`config.mk`:
```
export PLATFORM = sky130hd
export DESIGN_NAME = md_hilo_unit
export DESIGN_NICKNAME = d
export VERILOG_FILES = /design/src/rtl/md_pkg.sv /design/src/rtl/md_div_core.sv /design/src/rtl/md_hilo_unit.sv
export SDC_FILE = /design/constraint.sdc
export NUM_CORES = 2
export LEC_CHECK = 0
export ABC_AREA = 0
export BUFFER_PORTS_ARGS = -buffer_cell sky130_fd_sc_hd__buf_2
export CAP_MARGIN = 20
export CORE_MARGIN = 3
export CORE_UTILIZATION = 60
export DETAILED_ROUTE_END_ITERATION = 12
export PLACE_DENSITY = 0.89
export SYNTH_ARGS = -nofsm -noshare
export SYNTH_HDL_FRONTEND = slang
export SYNTH_SLANG_ARGS = --single-unit
export TNS_END_PERCENT = 30
```
`constraint.sdc`:
```
create_clock -name clk -period 9.6 [get_ports clk]
set_input_delay 0 -clock clk [delete_from_list [all_inputs] [get_ports clk]]
set_output_delay 0 -clock clk [all_outputs]
set_load 0.01 [all_outputs]
```
`src/rtl/md_pkg.sv`:
```
// Shared definitions for the multiply/divide HI/LO unit.
package md_pkg;

  localparam int unsigned MD_WIDTH = 32;

  typedef enum logic [1:0] {
    MD_MULT  = 2'b00,
    MD_MULTU = 2'b01,
    MD_DIV   = 2'b10,
    MD_DIVU  = 2'b11
  } md_op_e;

  typedef enum logic [1:0] {
    ST_IDLE = 2'b00,
    ST_MUL  = 2'b01,
    ST_DIV  = 2'b10,
    ST_DONE = 2'b11
  } md_state_e;

endpackage

```
`src/rtl/md_div_core.sv`:
```
// Restoring unsigned divider, one quotient bit per step.
// Load performs the first iteration, so WIDTH-1 steps complete the divide.
module md_div_core #(
  parameter int unsigned WIDTH = 32
) (
  input  logic             clk,
  input  logic             rst,
  input  logic             load,
  input  logic             step,
  input  logic [WIDTH-1:0] dividend,
  input  logic [WIDTH-1:0] divisor,
  output logic [WIDTH-1:0] quotient,
  output logic [WIDTH-1:0] remainder
);

  logic [WIDTH-1:0] remR;
  logic [WIDTH-1:0] quoR;
  logic [WIDTH-1:0] divR;

  // One restoring iteration: shift in the next dividend bit, subtract if it fits.
  function automatic logic [2*WIDTH-1:0] iterate(input logic [WIDTH-1:0] rem,
                                                 input logic [WIDTH-1:0] quo,
                                                 input logic [WIDTH-1:0] dvs);
    logic [WIDTH:0] shifted;
    logic [WIDTH:0] trial;
    shifted = {rem, quo[WIDTH-1]};
    trial   = shifted - {1'b0, dvs};
    if (shifted >= {1'b0, dvs}) begin
      iterate = {trial[WIDTH-1:0], quo[WIDTH-2:0], 1'b1};
    end else begin
      iterate = {shifted[WIDTH-1:0], quo[WIDTH-2:0], 1'b0};
    end
  endfunction

  always_ff @(posedge clk or posedge rst) begin
    if (rst) begin
      remR <= '0;
      quoR <= '0;
      divR <= '0;
    end else if (load) begin
      {remR, quoR} <= iterate('0, dividend, divisor);
      divR         <= divisor;
    end else if (step) begin
      {remR, quoR} <= iterate(remR, quoR, divR);
    end
  end

  assign quotient  = quoR;
  assign remainder = remR;

endmodule

```
`src/rtl/md_hilo_unit.sv`:
```
// Multi-cycle MULT/MULTU/DIV/DIVU unit producing a {HI,LO} pair for the E->M handoff.
module md_hilo_unit
  import md_pkg::*;
#(
  parameter int unsigned WIDTH      = MD_WIDTH,
  parameter int unsigned MUL_CYCLES = 2
) (
  input  logic             clk,
  input  logic             rst,
  input  logic             startE,
  input  logic [1:0]       opE,
  input  logic [WIDTH-1:0] srcaE,
  input  logic [WIDTH-1:0] srcbE,
  input  logic             cancel,
  output logic             stall,
  output logic             done,
  output logic [WIDTH-1:0] hi_o,
  output logic [WIDTH-1:0] lo_o
);

  localparam int unsigned CNT_MAX = (WIDTH > MUL_CYCLES) ? WIDTH : MUL_CYCLES;
  localparam int unsigned CNT_W   = $clog2(CNT_MAX + 1);

  md_state_e        state;
  md_state_e        stateNext;
  logic [CNT_W-1:0] cnt;
  logic [CNT_W-1:0] cntNext;
  logic             startOp;
  logic             stepDiv;
  logic             finish;
  logic             stallC;

  md_op_e           opR;
  logic [WIDTH-1:0] aR;
  logic [WIDTH-1:0] bR;

  logic             signedInE;
  logic [WIDTH-1:0] magA;
  logic [WIDTH-1:0] magB;
  logic [WIDTH-1:0] quotient;
  logic [WIDTH-1:0] remainder;

  logic [2*WIDTH-1:0] extA;
  logic [2*WIDTH-1:0] extB;
  logic [2*WIDTH-1:0] product;
  logic               negQ;
  logic               negR;

  // State register
  always_ff @(posedge clk or posedge rst) begin
    if (rst) begin
      state <= ST_IDLE;
      cnt   <= '0;
    end else begin
      state <= stateNext;
      cnt   <= cntNext;
    end
  end

  // Next state and control decode
  always_comb begin
    stateNext = state;
    cntNext   = cnt;
    startOp   = 1'b0;
    stepDiv   = 1'b0;
    finish    = 1'b0;
    stallC    = 1'b0;
    unique case (state)
      ST_IDLE: begin
        if (startE && !cancel) begin
          startOp   = 1'b1;
          stallC    = 1'b1;
          cntNext   = '0;
          stateNext = opE[1] ? ST_DIV : ST_MUL;
        end
      end
      ST_MUL: begin
        stallC = 1'b1;
        if (cancel) begin
          stateNext = ST_IDLE;
        end else if (cnt == CNT_W'(MUL_CYCLES - 1)) begin
          finish    = 1'b1;
          stateNext = ST_DONE;
        end else begin
          cntNext = cnt + CNT_W'(1);
        end
      end
      ST_DIV: begin
        stallC = 1'b1;
        if (cancel) begin
          stateNext = ST_IDLE;
        end else if (cnt == CNT_W'(WIDTH - 1)) begin
          finish    = 1'b1;
          stateNext = ST_DONE;
        end else begin
          stepDiv = 1'b1;
          cntNext = cnt + CNT_W'(1);
        end
      end
      ST_DONE: begin
        stateNext = ST_IDLE;
      end
      default: stateNext = ST_IDLE;
    endcase
  end

  assign stall = stallC;
  assign done  = (state == ST_DONE);

  // Divider sees magnitudes straight from E so it can load on the start edge
  always_comb begin
    signedInE = (opE == MD_DIV);
    magA      = (signedInE && srcaE[WIDTH-1]) ? (WIDTH'(0) - srcaE) : srcaE;
    magB      = (signedInE && srcbE[WIDTH-1]) ? (WIDTH'(0) - srcbE) : srcbE;
  end

  md_div_core #(
    .WIDTH(WIDTH)
  ) u_div (
    .clk      (clk),
    .rst      (rst),
    .load     (startOp && opE[1]),
    .step     (stepDiv),
    .dividend (magA),
    .divisor  (magB),
    .quotient (quotient),
    .remainder(remainder)
  );

  always_comb begin
    extA    = (opR == MD_MULT) ? {{WIDTH{aR[WIDTH-1]}}, aR} : {{WIDTH{1'b0}}, aR};
    extB    = (opR == MD_MULT) ? {{WIDTH{bR[WIDTH-1]}}, bR} : {{WIDTH{1'b0}}, bR};
    product = extA * extB;
    negQ    = (opR == MD_DIV) && (aR[WIDTH-1] ^ bR[WIDTH-1]);
    negR    = (opR == MD_DIV) && aR[WIDTH-1];
  end

  // Operand latch and result registers; results change only on entry to DONE
  always_ff @(posedge clk or posedge rst) begin
    if (rst) begin
      opR  <= MD_MULT;
      aR   <= '0;
      bR   <= '0;
      hi_o <= '0;
      lo_o <= '0;
    end else begin
      if (startOp) begin
        opR <= md_op_e'(opE);
        aR  <= srcaE;
        bR  <= srcbE;
      end
      if (finish) begin
        if (!opR[1]) begin
          hi_o <= product[2*WIDTH-1:WIDTH];
          lo_o <= product[WIDTH-1:0];
        end else if (bR == '0) begin
          hi_o <= aR;
          lo_o <= '1;
        end else begin
          hi_o <= negR ? (WIDTH'(0) - remainder) : remainder;
          lo_o <= negQ ? (WIDTH'(0) - quotient) : quotient;
        end
      end
    end
  end

endmodule

```
==> metrics <==
outcome complete, no violations; PortBufs 135; Post-Syn Area per Cell roughly 9 um2; crit start category flop; final WL ~190000 um; max_cap viols 0; Vias 50590; top_reg_cell synth dfrtp_1; crit path time final 9.405 ns; initial antenna violation count 11; Post-synth EDFFs 0; nets 8936; Worst EP arrival just under 10 ns; gr ovfl total 0; Crit path max-delay family adder cells; setup TNS 0 ns; largest net degree at the start of global routing 109; WS Path Type reg -> reg; CTS H-tree lvls 1; final setup fails 0; clock skew between 0.015 and 0.02 ns; Layout area overhead 7.180%; pre-CTS WS -0.05624 ns; Clk Latency, worst-skew pair 0.55 ns; GPL Wtd Cong approximately 1.0; vias in the first global route roughly 54000; max-slew violation count 0; CTS Buffer Depth 3; Wirelength per Cell between 20 and 25 um; WHS Endpoint state[0]; R2R Setup Slk 0.19 ns; Hold Crit Depth 5; synthesis-stage register bit count 234; share of post-route cells with drive strength above 1 6.708%; achievable frequency approximately 110 MHz; total core area 103900 um2; synthesized area about 63000 um2; hold wc startpoint startE; hold crit path type in -> reg; Die Wd 330.1 um; first-pass GRT wire length between 300000 and 400000 um; DP Wirelength 158000 um; Fin. Hold Viols 0; initial cell density of the core about three fifths; CTS Buf Count 27; die span in y ~330 um; Critical Path Max Stage Delay just over 1 ns; ANT nets after route 0; Post-route DRC 0; CP required roughly 10 ns; 1st-pass router iterations 8; sequential area share after synthesis slightly above 9%; CTS sink cnt between 200 and 250; GRT Total Usage between 30% and 40%; DP Area between 60000 and 70000 um2; Boundary Pins about 140; Worst Tran Pin Value approximately 1.2 ns; Netlist cell types slightly above 80; CP bufs+invs 7; R2R Path Start aR[14]; initial drt markers 5118; Async S/R FF share, synth 100.0%; Layout Cells excl Fill 8500; Worst R2R Path Depth 29; Critical Path End Type flop; final instance area ~68000 um2; fin crit share 97.97%; fillcell total 7931; CTS tree built; Critical Path Start aR[14]; Synth warnings 0; Std-Cell Rows 118; clk slew on worst S/H paths around 0.07 ns; fin worst setup slack just under 0.2 ns; dpl cells 8374; reg-to-reg endpoint hi_o[24]; Post-CTS Setup Bufs 0; Synth Net Count slightly below 9000; CP max-delay cell dfrtp_1; total die area ~110000 um2; Max FO, Critical Path 17; Most common cell on crit path fa_1; Cells after Synth between 7000 and 8000; Rel. slew slack about 18%; post-DR vias/cell about 6.0; Root Buffer clkbuf_16
==> synth_stat cells, types with 27 or more instances <==
master	count	area, um2
xnor2_1	160	1401
a21o_1	45	337.8
dfrtp_1	234	5856
nor4_1	27	168.9
a21oi_1	199	996.0
fa_1	1424	28510
nand4_1	27	168.9
nand3_1	43	215.2
and3_1	36	225.2
mux2i_1	49	490.5
o22ai_1	34	212.7
nand2_1	992	3724
and2_1	517	3234
nor3_1	48	240.2
inv_1	1589	5964
xor2_1	91	797.0
clkbuf_1	353	1325
o21ai_0	242	1211
ha_1	349	4367
o21a_1	37	277.8
nor2_1	183	686.9
==> how the worst max path moves through the flow <==
stage	end	slack, ns	cells past startpoint
floorplan	hi_o[25]	0.18	32
finish	hi_o[24]	0.19	29
detailed placement	hi_o[26]	-0.06	31
global route	hi_o[24]	-0.02	31
global placement	hi_o[25]	0.10	31
CTS	hi_o[25]	0.003	31
==> per-layer routing <==
| metal | share of wire [%] | up-vias | global-route usage [%] |
|---|---|---|---|
| li1 | - | 21170 | - |
| met1 | 35 | 25340 | 45.67 |
| met2 | 46 | 3208 | 57.71 |
| met3 | 11 | 878 | 7.514 |
| met4 | 7.9 | 6 | 22.58 |
| met5 | 0.017 | - | 0 |
==> cell families after synthesis <==
family / share of synthesized area (%)
AO/OA/AOI/OAI: 7.479
XOR/XNOR: 3.488
adder cells (fa/ha/maj): 52.18
buffers and inverters: 11.78
flip-flops: 9.290
multiplexers: 0.8317
AND/OR/NAND/NOR: 14.94
==> worst reg2reg max path: cells and delay by family, from the launching register on <==
| kind | cells | cell delay, ns |
|---|---|---|
| buffers and inverters | 7 | 0.93 |
| and+or+nand+nor | 2 | 0.39 |
| muxes | 1 | 0.14 |
| adders and majority gates | 11 | 4.85 |
| DFF | 1 | 1.01 |
| AOI/OAI and AO/OA | 8 | 1.98 |
==> flip-flops by register name (all words and copies together) (netlist names) <==
signal	count
lo_o	32
u_div.remainder	32
hi_o	32
opR	2
aR	32
cnt	6
bR	32
u_div.divR	32
state	2
u_div.quotient	32
==> layout by cell type, fill, tap and decap left out, types with 15 or more instances in the layout <==
| cell type | count |
|---|---|
| inv_1 | 1588 |
| fa_1 | 1420 |
| nand2_1 | 990 |
| and2_1 | 516 |
| ha_1 | 349 |
| o21ai_0 | 240 |
| dfrtp_1 | 208 |
| buf_4 | 205 |
| a21oi_1 | 197 |
| nor2_1 | 180 |
| xnor2_1 | 160 |
| buf_2 | 135 |
| xor2_1 | 91 |
| dlygate4sd3_1 | 68 |
| mux2i_1 | 49 |
| nor3_1 | 47 |
| a21o_1 | 45 |
| nand3_1 | 43 |
| o21a_1 | 37 |
| and3_1 | 36 |
| o22ai_1 | 34 |
| nor4_1 | 27 |
| nand4_1 | 27 |
| clkbuf_16 | 27 |
| o211ai_1 | 26 |
| a31oi_1 | 26 |
| dfrtp_2 | 25 |
| o31ai_1 | 16 |
| nor2b_1 | 15 |
| o21bai_1 | 15 |
| o41ai_1 | 15 |
==> area by class of cell <==
class | instances | area [um2] | area share (%)
Multi-Input combinational cell | 4816 | 49840 | 73.78
Inverter | 1589 | 5972 | 8.840
Sequential cell | 234 | 5891 | 8.719
Timing Repair Buffer | 425 | 3242 | 4.799
Tap cell | 1380 | 1727 | 2.556
Clock buffer | 38 | 787.0 | 1.165
Clock inverter | 9 | 76.32 | 0.1130
Antenna cell | 9 | 22.52 | 0.03334
==> what timing repair did <==
item / 4_1_cts / 5_1_grt
hold endpoints to repair: 229 / 0
endpoints found under the setup margin: 6 / 19
pin swaps: 0 / 1
resized for setup: 1 / 43
hold buffers: 68 / 0
==> stage by stage <==
step	utilization [%]	hold WS [ns]
floorplan	-	0.1054
detailed placement	63.36	0.2277
global placement	63.33	0.2261
finish	65.00	0.1454
global route	64.99	0.1471
CTS	64.84	0.09008
Power is not shown: default switching activity piles up to over one toggle a cycle in this logic, so the estimate is an artifact.
